[src/rtl/sound_chord_player_if.sv]
// Key/control inputs and tone/status outputs of the chord player.
`timescale 1ns/1ps
interface sound_chord_player_if #(
  parameter int NUM_KEYS = 8
);
  localparam int CW = $clog2(NUM_KEYS + 1);

  logic [NUM_KEYS-1:0] keys;
  logic [1:0]          mode;
  logic [1:0]          shift;
  logic                mute;
  logic                pwm;
  logic                sd;
  logic                active;
  logic [3:0]          cur_note;
  logic [CW-1:0]       note_cnt;

  modport master (output keys, mode, shift, mute,
                  input  pwm, sd, active, cur_note, note_cnt);
  modport slave  (input  keys, mode, shift, mute,
                  output pwm, sd, active, cur_note, note_cnt);
endinterface

[src/rtl/sound_chord_player.sv]
// Polyphonic key-to-tone player: compacts held keys into an ascending note
// list, then arpeggiates or plays the lowest/highest note as a square wave.
`timescale 1ns/1ps
module sound_chord_player #(
  parameter int NUM_KEYS     = 8,
  parameter int CLK_HZ       = 100000000,
  parameter int SLICE_CYCLES = 5000000
) (
  input logic                 clk,
  input logic                 rst,
  sound_chord_player_if.slave bus
);
  localparam int CW = $clog2(NUM_KEYS + 1);
  localparam int LN = 1 << CW;

  typedef enum logic [1:0] {IDLE, SCAN, PLAY} state_t;

  function automatic logic [31:0] half_of(input logic [3:0] n);
    case (n)
      4'd0:    half_of = 32'(CLK_HZ / 524);
      4'd1:    half_of = 32'(CLK_HZ / 554);
      4'd2:    half_of = 32'(CLK_HZ / 588);
      4'd3:    half_of = 32'(CLK_HZ / 622);
      4'd4:    half_of = 32'(CLK_HZ / 660);
      4'd5:    half_of = 32'(CLK_HZ / 698);
      4'd6:    half_of = 32'(CLK_HZ / 740);
      4'd7:    half_of = 32'(CLK_HZ / 784);
      4'd8:    half_of = 32'(CLK_HZ / 830);
      4'd9:    half_of = 32'(CLK_HZ / 880);
      4'd10:   half_of = 32'(CLK_HZ / 932);
      4'd11:   half_of = 32'(CLK_HZ / 988);
      default: half_of = '0;
    endcase
  endfunction

  function automatic logic [31:0] eff_half(input logic [3:0] n, input logic [1:0] sh);
    logic [31:0] h;
    h = half_of(n);
    case (sh)
      2'd0:    eff_half = h << 1;
      2'd1:    eff_half = h;
      2'd2:    eff_half = h >> 1;
      default: eff_half = h >> 2;
    endcase
  endfunction

  state_t              state;
  logic [NUM_KEYS-1:0] keys_q;
  logic [LN-1:0]       keys_pad;
  logic [3:0]          list [LN];
  logic [CW-1:0]       scan, wp, play_idx, note_cnt;
  logic [31:0]         slot, tone, half_eff;
  logic                pwm_q, sd_q, active_q;
  logic [3:0]          cur_note_q;

  logic                change, hit, scan_last, tone_hit, pwm_nxt;
  logic [CW-1:0]       cnt_fin, pidx, nidx, adv_idx;
  logic [3:0]          first_note, last_note, start_note, adv_note;
  logic [31:0]         tone_nxt;

  assign keys_pad  = {{(LN-NUM_KEYS){1'b0}}, keys_q};
  assign change    = bus.keys != keys_q;
  assign hit       = keys_pad[scan];
  assign scan_last = scan == CW'(NUM_KEYS - 1);
  assign cnt_fin   = wp + CW'(hit);

  // The final key may be written on the same edge PLAY starts, so the
  // first/last note is resolved from the in-flight scan result as well.
  assign first_note = (wp == '0) ? 4'(scan) : list[0];
  assign last_note  = hit ? 4'(scan) : list[wp - 1'b1];
  assign start_note = (bus.mode == 2'd2) ? last_note : first_note;

  assign pidx = (play_idx >= note_cnt) ? '0 : play_idx;
  assign nidx = (pidx + 1'b1 == note_cnt) ? '0 : pidx + 1'b1;

  always_comb begin
    adv_note = list[nidx];
    adv_idx  = nidx;
    case (bus.mode)
      2'd1:    begin adv_note = list[0];                 adv_idx = pidx; end
      2'd2:    begin adv_note = list[note_cnt - 1'b1];   adv_idx = pidx; end
      default: begin adv_note = list[nidx];              adv_idx = nidx; end
    endcase
  end

  assign tone_hit = tone == half_eff - 32'd1;
  assign tone_nxt = tone_hit ? '0 : tone + 32'd1;
  assign pwm_nxt  = pwm_q ^ tone_hit;

  always_ff @(posedge clk) begin
    if (rst) begin
      state      <= IDLE;
      keys_q     <= '0;
      scan       <= '0;
      wp         <= '0;
      play_idx   <= '0;
      note_cnt   <= '0;
      slot       <= '0;
      tone       <= '0;
      half_eff   <= '0;
      pwm_q      <= 1'b0;
      sd_q       <= 1'b0;
      active_q   <= 1'b0;
      cur_note_q <= '0;
      for (int i = 0; i < LN; i++) list[i] <= '0;
    end else begin
      sd_q   <= 1'b1;
      keys_q <= bus.keys;
      if (state != IDLE && change) begin
        state      <= (bus.keys == '0) ? IDLE : SCAN;
        scan       <= '0;
        wp         <= '0;
        play_idx   <= '0;
        slot       <= '0;
        tone       <= '0;
        pwm_q      <= 1'b0;
        active_q   <= 1'b0;
        cur_note_q <= '0;
      end else begin
        case (state)
          IDLE: begin
            pwm_q      <= 1'b0;
            active_q   <= 1'b0;
            cur_note_q <= '0;
            if (change && bus.keys != '0) begin
              state <= SCAN;
              scan  <= '0;
              wp    <= '0;
            end
          end
          SCAN: begin
            if (hit) begin
              list[wp] <= 4'(scan);
              wp       <= wp + 1'b1;
            end
            scan <= scan + 1'b1;
            if (scan_last) begin
              note_cnt <= cnt_fin;
              if (cnt_fin != '0) begin
                state      <= PLAY;
                active_q   <= 1'b1;
                cur_note_q <= start_note;
                half_eff   <= eff_half(start_note, bus.shift);
                tone       <= '0;
                pwm_q      <= 1'b0;
                slot       <= '0;
                play_idx   <= '0;
              end else begin
                state <= IDLE;
              end
            end
          end
          PLAY: begin
            if (slot == 32'(SLICE_CYCLES - 1)) begin
              slot     <= '0;
              play_idx <= adv_idx;
              // Re-selecting the sounding note keeps its phase running.
              if (adv_note != cur_note_q) begin
                cur_note_q <= adv_note;
                half_eff   <= eff_half(adv_note, bus.shift);
                tone       <= '0;
                pwm_q      <= 1'b0;
              end else begin
                tone  <= tone_nxt;
                pwm_q <= pwm_nxt;
              end
            end else begin
              slot  <= slot + 32'd1;
              tone  <= tone_nxt;
              pwm_q <= pwm_nxt;
            end
          end
          default: state <= IDLE;
        endcase
      end
    end
  end

  assign bus.pwm      = pwm_q & ~bus.mute;
  assign bus.sd       = sd_q;
  assign bus.active   = active_q;
  assign bus.cur_note = cur_note_q;
  assign bus.note_cnt = note_cnt;
endmodule
[src/flat_wrapper.sv]
// flat-port wrapper written by rule: the top's interface ports become plain ports
module sound_chord_player_flat 
#(
  parameter int NUM_KEYS     = 8,
  parameter int CLK_HZ       = 100000000,
  parameter int SLICE_CYCLES = 5000000
)
  (clk, rst, bus_keys, bus_mode, bus_shift, bus_mute, bus_pwm, bus_sd, bus_active, bus_cur_note, bus_note_cnt);
  sound_chord_player_if #(.NUM_KEYS(NUM_KEYS)) bus_i ();
  input logic clk;
  input logic rst;
  input wire logic [$bits(bus_i.keys)-1:0] bus_keys;
  input wire logic [$bits(bus_i.mode)-1:0] bus_mode;
  input wire logic [$bits(bus_i.shift)-1:0] bus_shift;
  input wire logic [$bits(bus_i.mute)-1:0] bus_mute;
  output wire logic [$bits(bus_i.pwm)-1:0] bus_pwm;
  output wire logic [$bits(bus_i.sd)-1:0] bus_sd;
  output wire logic [$bits(bus_i.active)-1:0] bus_active;
  output wire logic [$bits(bus_i.cur_note)-1:0] bus_cur_note;
  output wire logic [$bits(bus_i.note_cnt)-1:0] bus_note_cnt;
  assign bus_i.keys = bus_keys;
  assign bus_i.mode = bus_mode;
  assign bus_i.shift = bus_shift;
  assign bus_i.mute = bus_mute;
  assign bus_pwm = bus_i.pwm;
  assign bus_sd = bus_i.sd;
  assign bus_active = bus_i.active;
  assign bus_cur_note = bus_i.cur_note;
  assign bus_note_cnt = bus_i.note_cnt;
  sound_chord_player #(.NUM_KEYS(NUM_KEYS), .CLK_HZ(CLK_HZ), .SLICE_CYCLES(SLICE_CYCLES)) u_core (.clk(clk), .rst(rst), .bus(bus_i));
endmodule
[config.mk]
export PLATFORM = sky130hd
export DESIGN_NAME = sound_chord_player_flat
export DESIGN_NICKNAME = d
export VERILOG_FILES = /design/src/rtl/sound_chord_player_if.sv /design/src/rtl/sound_chord_player.sv /design/src/flat_wrapper.sv
export SDC_FILE = /design/constraint.sdc
export NUM_CORES = 1
export LEC_CHECK = 0
export CELL_PAD_IN_SITES_DETAIL_PLACEMENT = 0
export CELL_PAD_IN_SITES_GLOBAL_PLACEMENT = 1
export CORE_MARGIN = 5
export CORE_UTILIZATION = 49
export CTS_CLUSTER_DIAMETER = 120
export CTS_CLUSTER_SIZE = 24
export DETAILED_ROUTE_END_ITERATION = 8
export PLACE_DENSITY_LB_ADDON = 0.3
export RECOVER_POWER = 100
export SLEW_MARGIN = 20
export SYNTH_ARGS = -nofsm -noshare
export SYNTH_HDL_FRONTEND = slang
export SYNTH_SLANG_ARGS = --single-unit
[constraint.sdc]
create_clock -name clk -period 5.9 [get_ports clk]
set_clock_uncertainty 0.05 [all_clocks]
set_input_delay 1.18 -clock clk [delete_from_list [all_inputs] [get_ports clk]]
set_output_delay 1.18 -clock clk [all_outputs]
set_load 0.005 [all_outputs]
### Word level (Yosys, flattened, before mapping)

Memories as Yosys holds them, arrays and structs flattened.
Index checks and enable logic that the tools add are counted.

* memories kept: 3
* input port bits: 15
* word-level logic and storage cells: 139
* register bits: 129
* output and inout port bits: 11
* memory bits (writable): 64
* bits in read-only memories: 576

* bitwise logic cells: 4
* multiplexer cells: 62
* reduce and logical (&&, ||, !) cells: 25
* order comparisons: 2
* eq/ne operators: 21
* add/sub/neg operators: 9

Memory list
* (no name shown): words 16, bits a word 18, read ports 1, clocked after Yosys merged registers in 0, wr ports 0, line sound_chord_player.sv:19 `case (n)`
* (no name shown): words 16, bits a word 18, read ports 1, clocked after Yosys merged registers in 0, wr ports 0, line sound_chord_player.sv:19
* u_core.list: words 16, bits a word 4, read ports 4, clocked after Yosys merged registers in 0, wr ports 16, line sound_chord_player.sv:50 `logic [3:0] list [LN];`

Operator list (count)
* $mux 32: 10
* $pmux 32 s2: 3
* $pmux 32 s3: 2
* $mux 4: 17
* $add 32x1->32 const B: 2
* $eq 32x23->1 const B: 1
* $eq 32x32->1: 1
* $pmux 4 s2: 4
* $sub 32x1->32 const B: 1
* $reduce_and 3->1: 6
* $mux 1: 17
* $ne 2x1->1 const B: 7
* $add 4x1->4 const B: 3
* $pmux 4 s3: 1
* $logic_not 8->1: 1
* $mux 2: 4
* $ne 8x8->1: 1
* $reduce_bool 8->1: 1
* $sub 4x1->4 const B: 2
* $eq 2x1->1 const B: 3
* $eq 2x2->1 const B: 3
* $ne 3x1->1 const B: 2
* $pmux 2 s3: 1
* $reduce_and 6->1: 1
* 23 further kinds: 29

### Longest topological paths before layout

Gate-level depths: netlist (run 1).
An unclocked memory read counts as a cell.

* depth in word-level cells: 12
* gate-level depth with buffers: 26
* mapped depth without buffers: 19

### Least setup slack after synthesis (run 1)

Ideal clock, no wire load.

* kind: flip-flop to flip-flop
* from: register u_core.note_cnt[3], in the netlist u_core.bus.note_cnt[3]
* to: register u_core.tone[12]
* data required time: 5.749 ns
* setup slack: 0.525 ns
* buffers on the path: 5
* stages on the path, launching flop included: 25
* arrival: 5.224 ns
* cells stage by stage: dfxtp_1 inv_1 ha_1 a21oi_1 o211ai_2 inv_2 buf_2 buf_1 ha_1 xor2_1 nor2_1 mux2_4 and4_1 buf_2 or3_1 a32o_1 a22oi_2 and2_1 buf_4 xnor2_1 a41oi_2 nor3_2 buf_2 nand2_1 o41ai_1

* longest elaborated chain between the ends: 11
* elaborated cells between the ends (all ways): 12
* classes of those cells: add/sub: 2; order compare: 1; eq/ne: 2; mux: 6; memory: 1

RTL lines
* start, declared: line sound_chord_player.sv:51 `logic [CW-1:0] scan, wp, play_idx, note_cnt;`
* start signal, assigned: line sound_chord_player.sv:138 `note_cnt <= cnt_fin;`
* $ge 4x4->1: line sound_chord_player.sv:73 `assign pidx = (play_idx >= note_cnt) ? '0 : play_idx;`
* $mux 4: line sound_chord_player.sv:73
* $add 4x1->4: line sound_chord_player.sv:74 `assign nidx = (pidx + 1'b1 == note_cnt) ? '0 : pidx + 1'b1;`
* $eq 4x4->1: line sound_chord_player.sv:74
* $mux 4: line sound_chord_player.sv:74
* $mem_v2 16x4 *
* $pmux 4 s2 *: line sound_chord_player.sv:79 `case (bus.mode)`
* $ne 4x4->1 *: line sound_chord_player.sv:158 `if (adv_note != cur_note_q) begin`
* $mux 32 *: line sound_chord_player.sv:158
* $mux 32 *: line sound_chord_player.sv:154 `if (slot == 32'(SLICE_CYCLES - 1)) begin`
* $pmux 32 s2 *: line sound_chord_player.sv:120 `case (state)`
* end signal, assigned: line sound_chord_player.sv:164 `tone <= tone_nxt;`
* end signal, assigned: line sound_chord_player.sv:169 `tone <= tone_nxt;`
* end, declared: line sound_chord_player.sv:52 `logic [31:0] slot, tone, half_eff;`

Mark *: on every way between the ends. The rest lies on a longest branch, timed or not.
A chain may end at the register's enable or synchronous reset.

### Worst setup path in the final report (run 1)

* from: register u_core.note_cnt[1], in the netlist u_core.bus.note_cnt[1]
* to: register u_core.cur_note_q[3], in the netlist u_core.bus.cur_note[3]

* longest elaborated chain between the ends: 10
* elaborated cells between the ends (all ways): 14
* classes of those cells: add/sub: 2; order compare: 1; eq/ne: 3; mux: 6; reduce/logical: 1; memory: 1

RTL lines
* $ge 4x4->1: line sound_chord_player.sv:73
* $mux 4: line sound_chord_player.sv:73
* $add 4x1->4: line sound_chord_player.sv:74
* $eq 4x4->1: line sound_chord_player.sv:74
* $mux 4: line sound_chord_player.sv:74
* $mem_v2 16x4 *
* $pmux 4 s2 *: line sound_chord_player.sv:79
* $ne 4x4->1 or $mux 4 (tied branches): line sound_chord_player.sv:158
* $ne 2x1->1 (no line) or $mux 4 (tied branches)
* $reduce_and 5->1 (no line) or $pmux 4 s3 (tied branches)
* end signal, assigned: line sound_chord_player.sv:142 `cur_note_q <= start_note;`
* end signal, assigned: line sound_chord_player.sv:159 `cur_note_q <= adv_note;`
* end, declared: line sound_chord_player.sv:54 `logic [3:0] cur_note_q;`

Mark *: on every way between the ends. The rest lies on a longest branch, timed or not. The select of a mux whose other input is x is not followed.

==> flow_metrics.env, run 1 <==
export IMPL_status="complete, but fails checks"
export IMPL_violations="capacitance limit, slew limit"
export IMPL_path_cells="inv_1 > ha_1 > or3b_1 > a21oi_1 > and2_1 > ha_1 > xor2_1 > nor2_1 > mux2_4 > a311oi_2 > nand2_1 > a311oi_1 > a22oi_2 > and2_1 > xnor2_1 > a41oi_2 > nand3b_1 > or3b_1 > a21oi_1"
export IMPL_fin_area_sq_um=14400
export IMPL_arrival_ns=5.85
export IMPL_grt_pass1_wl_mm=65.0
export IMPL_ant_nets=0
export IMPL_worst_slack_ns=0.353
export IMPL_dieArea_sq_um=30100
export IMPL_min_to="u_core.bus.active$_SDFFE_PP0P_"
export IMPL_path_max_fanout=9
export IMPL_post_drt_via_cell_ratio=6.45
export IMPL_drv_slew=59
export IMPL_drt_first_pass_iters=6
export IMPL_p_leak_uw=0.00500
export IMPL_maxCapViolations=2
export IMPL_dpl_worst_slack_ns=0.351
export IMPL_hp_start="u_core.bus.active$_SDFFE_PP0P_"
export IMPL_port_buffers=25
export IMPL_cts_hold_buf=0
export IMPL_start_util_pct=50.1
export IMPL_crit_required_ns=6.21
export IMPL_syn_area_sq_um=13100
export IMPL_cp_depth=19
export IMPL_remaining_drc_errors=0
export IMPL_die_h_microns=174
export IMPL_place_area_sq_um=13700
export IMPL_fp_row_count=59
export IMPL_ys_warn_count=0
export IMPL_rsz0062_at_grt="false"
export IMPL_drive_above_1_share_pct=9.24
export IMPL_synth_seq_cells=180
export IMPL_fin_nets=1612
export IMPL_min_path_type="flop to flop"
export IMPL_first_global_vias=11500
export IMPL_synth_edf_count=64
export IMPL_critPathLaunchType="flop"
export IMPL_grt_max_degree=50
export IMPL_cp_buffers_inverters=1
export IMPL_final_hold_viol_count=0
export IMPL_antenna_cells=0
export IMPL_ctsResizeCount=0
export IMPL_antenna_found_initial=0
export IMPL_final_cell_mix="nand2_1 (177), nor2_1 (149), dfxtp_1 (116)"
export IMPL_tns_ns=0
export IMPL_clk_path_buf_depth=2
export IMPL_clock_latency_ns=0.45
export IMPL_core_area_sq_um=26200
export IMPL_async_flop_share_pct=0
export IMPL_period_minus_slack_ns=5.55
export IMPL_root_buffer="clkbuf_16"
export IMPL_vias=12400
export IMPL_cts_sinks=180
export IMPL_worstMarginPinSlew_ns=2.19
export IMPL_cpMaxStageDelayCell="a41oi_2"
export IMPL_fmax_mhz=180
export IMPL_cts_setup_buffers=0
export IMPL_setup_viol=0
export IMPL_slowest_delay_ns=0.53
export IMPL_syn_inst=1581
export IMPL_r2r_start="u_core.bus.note_cnt[1]$_SDFFE_PP0P_"
export IMPL_fillers=2403
export IMPL_ir_worst_vdd_uv=203
export IMPL_relSlewSlack_pct=-45.7
export IMPL_synth_flop_cell="dfxtp_1"
export IMPL_fin_util_pct=54.8
export IMPL_period_share_pct=94.0
export IMPL_place_gp_congestion=0.967
export IMPL_wl_per_cell_microns=21.3
export IMPL_synthDistinctLibCells=88
export IMPL_cp_top_family="simple AND/OR/NAND/NOR gates"
export IMPL_final_common_cell="nand2_1"
export IMPL_rr_worst_depth=19
export IMPL_grt_overflow=0
export IMPL_cts_tree="done"
export IMPL_worstReg2RegEnd="u_core.bus.cur_note[3]$_SDFFE_PP0P_"
export IMPL_htreeDepth=4
export IMPL_finalWirelength_mm=40.8
export IMPL_grt_total_usage_pct=26.5
export IMPL_area_delta_synth_final_pct=9.43
export IMPL_place_hpwl_mm=29.6
export IMPL_ioPinCount=26
export IMPL_avgSynthCellArea_sq_um=8.30
export IMPL_cts_buffers=17
export IMPL_worstSetupPathType="flop to flop"
export IMPL_drt_iter0_drc=1557
export IMPL_end_kind="flop"
export IMPL_holdPathStages=2
export IMPL_reg2reg_slack_ns=0.35
export IMPL_power_per_cell_area_nw_per_um2=235
export IMPL_die_x_microns=174
export IMPL_ys_seq_area_share_pct=32.3
export IMPL_clkTransAtPathRegs_ns=0.09
-- worst reg2reg max path: stages (launching register included) --
cell and delay (ns):
dfxtp_1 0.45, inv_1 0.10, ha_1 0.26, or3b_1 0.37
a21oi_1 0.21, and2_1 0.16, ha_1 0.24, xor2_1 0.22
nor2_1 0.09, mux2_4 0.32, a311oi_2 0.45, nand2_1 0.19
a311oi_1 0.33, a22oi_2 0.20, and2_1 0.22, xnor2_1 0.15
a41oi_2 0.53, nand3b_1 0.37, or3b_1 0.45, a21oi_1 0.12
-- per-layer routing --
layer	up-vias	global-route usage, %	wire [microns]
met5	-	0	0
met4	0	5.81	693
met3	65	6.39	3940
met2	554	39.1	17600
met1	5913	39.5	18600
li1	5827	-	-
-- layout make-up --
class	count	area, sq um	share of cell area, %
flip-flops and latches	180	4240	29.6
well taps	335	419	2.92
multi-input cells	1262	8340	58.1
inverters	35	131	0.915
clock inverters	15	220	1.53
clock buffers	17	425	2.96
repair buffers	71	577	4.02
-- kinds of logic (layout without fill, tap and decap cells) --
kind of cell	Yosys count	count (layout)	share of synthesized area, %
flops	180	180	32.3
xor+xnor	96	96	6.47
buf+inv	154	138	4.63
simple gates	638	638	23.6
compound gates	400	400	20.3
mux	81	81	9.72
fa+ha+maj	31	31	2.94
other cells	1	16	0.0286
-- how the worst max path moves through the flow --
| stage | startpoint | endpoint |
|---|---|---|
| 2_1_floorplan | u_core.bus.note_cnt[3]$_SDFFE_PP0P_ | u_core.tone[12]$_SDFFE_PP0P_ |
| 3_3_place_gp | u_core.bus.note_cnt[1]$_SDFFE_PP0P_ | u_core.tone[12]$_SDFFE_PP0P_ |
| 3_5_place_dp | u_core.bus.note_cnt[1]$_SDFFE_PP0P_ | u_core.half_eff[14]$_SDFFE_PP0P_ |
| 4_1_cts | u_core.bus.note_cnt[1]$_SDFFE_PP0P_ | u_core.half_eff[14]$_SDFFE_PP0P_ |
| 5_1_grt | u_core.bus.note_cnt[1]$_SDFFE_PP0P_ | u_core.half_eff[5]$_SDFFE_PP0P_ |
| 6_report | u_core.bus.note_cnt[1]$_SDFFE_PP0P_ | u_core.bus.cur_note[3]$_SDFFE_PP0P_ |
-- through the flow --
stage	power, uW	hold WS [ns]	instances
2_1_floorplan	1920	0.399	1596
3_3_place_gp	2130	0.398	1883
3_5_place_dp	2130	0.401	1883
4_1_cts	3380	0.415	1915
5_1_grt	3520	0.440	1915
6_report	3380	0.408	1915
-- sequential cells by signal, indices dropped and copies added, names as in the netlist, 4 cells and up --
register and count:
u_core.tone 32, u_core.keys_q 8, u_core.list 64, u_core.slot 32
u_core.scan 4, u_core.play_idx 4, u_core.bus.note_cnt 4, u_core.wp 4
u_core.bus.cur_note 4, u_core.half_eff 19
-- report_power, final --
part	switching, uW	total [uW]	internal, uW	leakage (uW)
logic	475	751	276	0.00311
clock network	626	1250	628	0.000311
registers	48.1	1370	1320	0.00158
-- synth_stat cells (all sizes together) (8+ instances only) --
library cell  instances  share of area (%)
a21oi                96                3.7
o32ai                 9               0.60
a311oi                9               0.65
o22ai                13               0.62
a22oi                11               0.67
nand2               177                5.1
and2                 38                1.8
o21a                  8               0.46
nor4                 28                1.3
inv                  31               0.89
buf                  28                1.0
mux2i                37                2.8
ha                   30                2.9
or2                   9               0.43
nor2                153                4.4
o211ai               14               0.92
a32oi                 9               0.60
o21ai                98                3.8
nand4                19               0.91
dfxtp               116                 18
mux2                  8               0.72
a211oi               23                1.3
nor2b                12               0.57
a31oi                16               0.76
o221ai               11               0.73
xor2                 43                2.9
edfxtp               64                 15
nand3                67                2.6
o31ai                10               0.57
and3                 22                1.0
clkbuf               91                2.6
nor3                 55                2.1
nor3b                 9               0.55
xnor2                53                3.6
mux4                 36                6.2
or3                  18               0.86
No activity file was read; power rests on OpenSTA's default activity.
==> inputs of run 2 (changes only) <==
--- a/config.mk
+++ b/config.mk
@@ -12,6 +12,7 @@
 export CTS_CLUSTER_DIAMETER = 120
 export CTS_CLUSTER_SIZE = 24
 export DETAILED_ROUTE_END_ITERATION = 8
+export GPL_TIMING_DRIVEN = 0
 export PLACE_DENSITY_LB_ADDON = 0.3
 export RECOVER_POWER = 100
 export SLEW_MARGIN = 20
==> run 2 against run 1 <==
  * The flow now finishes without violations
  * Die area is the same
  * Critical path type unchanged
  * Largest power group unchanged
  * Power grew 1.2%
  * Global-route usage is 2.4 points higher
  * First-iteration DRC count increased by 2.2%
  * Fmax fell by 2.0%
==> flow_metrics.env, run 2 (same netlist as run 1, synthesis figures left out) <==
export IMPL_status="complete, no violations"
export IMPL_tns_ns=0
export IMPL_root_buffer="clkbuf_16"
export IMPL_fin_nets=1695
export IMPL_first_global_vias=12500
export IMPL_path_max_fanout=19
export IMPL_ant_nets=0
export IMPL_grt_pass1_wl_mm=70.3
export IMPL_place_gp_congestion=0.970
export IMPL_remaining_drc_errors=0
export IMPL_drt_first_pass_iters=8
export IMPL_regMostFlops="u_core.list"
export IMPL_final_hold_viol_count=0
export IMPL_min_path_type="flop to flop"
export IMPL_grt_overflow=0
export IMPL_fp_row_count=59
export IMPL_antenna_found_initial=1
export IMPL_cts_sinks=180
export IMPL_grtUsageMet1_pct=41.5
export IMPL_clkTransAtPathRegs_ns=0.08
export IMPL_vias=13100
export IMPL_grt_busiest_layer="met2"
export IMPL_whs_ns=0.434
export IMPL_worstMarginPinSlew_ns=0.949
export IMPL_rsz0062_at_grt="false"
export IMPL_fmax_mhz=177
export IMPL_p_leak_uw=0.00520
export IMPL_ioPinCount=26
export IMPL_clock_latency_ns=0.43
export IMPL_core_area_sq_um=26200
export IMPL_top_regs="u_core.list: 64 flops, u_core.slot: 32 flops, u_core.tone: 32 flops"
export IMPL_clk_path_buf_depth=2
export IMPL_drv_slew=0
export IMPL_final_cell_mix="nand2_1 (176), nor2_1 (148), dfxtp_1 (112)"
export IMPL_htreeDepth=4
export IMPL_end_kind="flop"
export IMPL_port_buffers=23
export IMPL_pwr_share_seq_pct=40.2
export IMPL_grt_total_usage_pct=28.9
export IMPL_grt_max_degree=22
export IMPL_power_switching_uw=1180
export IMPL_setup_viol=0
export IMPL_dieArea_sq_um=30100
export IMPL_cts_tree="done"
export IMPL_p_sw_share_pct=34.6
export IMPL_die_h_microns=174
export IMPL_start_util_pct=50.1
export IMPL_period_minus_slack_ns=5.66
export IMPL_maxCapViolations=0
export IMPL_die_x_microns=174
export IMPL_post_drt_via_cell_ratio=6.53
export IMPL_p_int_uw=2240
export IMPL_pwr_share_clk_pct=35.7
export IMPL_wl_per_cell_microns=22.3
export IMPL_power_per_cell_area_nw_per_um2=227
export IMPL_crit_required_ns=6.14
export IMPL_drive_above_1_share_pct=12.3
export IMPL_critPathLaunchType="flop"
export IMPL_arrival_ns=5.90
export IMPL_relSlewSlack_pct=36.0
export IMPL_worstSetupPathType="flop to flop"
export IMPL_drt_iter0_drc=1591
export IMPL_fin_cells=1999
export IMPL_ir_worst_vdd_uv=188
export IMPL_cts_hold_buf=0
export IMPL_period_share_pct=95.9
export IMPL_largest_reg_flops=64
export IMPL_place_hpwl_mm=33.3
export IMPL_area_delta_synth_final_pct=14.8
export IMPL_finalWirelength_mm=44.7
export IMPL_grt_met2_usage_pct=44.1
export IMPL_comb_power_share_pct=24.1
export IMPL_met3_usage_pct=5.65
export IMPL_cts_buffers=17
export IMPL_post_place_cells=1954
export IMPL_final_common_cell="nand2_1"
-- run 2: area by class of cell --
type | count | area, sq um
Antenna cell | 1 | 2.50
Inverter | 35 | 135
Clock inverter | 14 | 193
Tap cell | 335 | 419
Sequential cell | 180 | 4250
Timing Repair Buffer | 38 | 347
Clock buffer | 18 | 450
Multi-Input combinational cell | 1262 | 8720
Buffer | 116 | 539
Fill cell | 2370 | 11100
-- run 2: path summary, 6_finish.rpt --
check / cells past startpoint / to / slack [ns] / start
max: 22 / u_core.half_eff[1]$_SDFFE_PP0P_ / 0.24 / u_core.bus.note_cnt[2]$_SDFFE_PP0P_
min: 2 / u_core.slot[1]$_SDFFE_PP0P_ / 0.43 / u_core.slot[1]$_SDFFE_PP0P_
max reg2reg: 22 / u_core.half_eff[1]$_SDFFE_PP0P_ / 0.24 / u_core.bus.note_cnt[2]$_SDFFE_PP0P_
min reg2reg: 2 / u_core.slot[1]$_SDFFE_PP0P_ / 0.43 / u_core.slot[1]$_SDFFE_PP0P_
-- run 2: metal layers --
metal / vias to the layer above / part of all wire [%]
li1: 6000 / -
met3: 116 / 10
met4: 0 / 2.9
met1: 6207 / 43
met2: 740 / 44
met5: - / 0
-- run 2: timing repair --
action,CTS,global route
setup buffers,7,8
gates resized for setup,68,52
pin swaps,6,7
endpoints found under the setup margin,56,64
-- run 2: per-stage QoR --
step	power (uW)	area, sq um	setup WS, ns	utilization [%]
3_5_place_dp	2140	13800	-1.29	52.8
5_1_grt	3540	15100	0.00752	57.5
2_1_floorplan	1920	13200	0.525	-
4_1_cts	3380	14800	0.0110	56.4
3_3_place_gp	2150	13800	-1.36	52.8
6_report	3420	15100	0.239	57.5
-- run 2: power groups by stage --
stage	Clock (uW)	Sequential [uW]	Combinational (uW)
floorplan	0	1380	540
global placement	0	1400	749
detailed placement	0	1400	744
CTS	1230	1370	778
global route	1280	1380	883
finish	1220	1380	823
-- run 2: critical path, stage by stage (launching register included) --
cell and delay, ns:
dfxtp_2 0.39, buf_8 0.16, clkinvlp_4 0.12, ha_4 0.30, o211ai_4 0.10, o211ai_4 0.20
inv_2 0.10, clkbuf_4 0.27, ha_4 0.34, xor2_2 0.19, nor2_1 0.08, mux2_4 0.33
a41oi_2 0.36, clkbuf_4 0.31, a21boi_0 0.21, a221oi_1 0.14, o21ai_2 0.28, clkbuf_2 0.32
clkbuf_4 0.33, a2bb2oi_1 0.31, o211ai_1 0.18, o211ai_1 0.33, a21oi_1 0.10
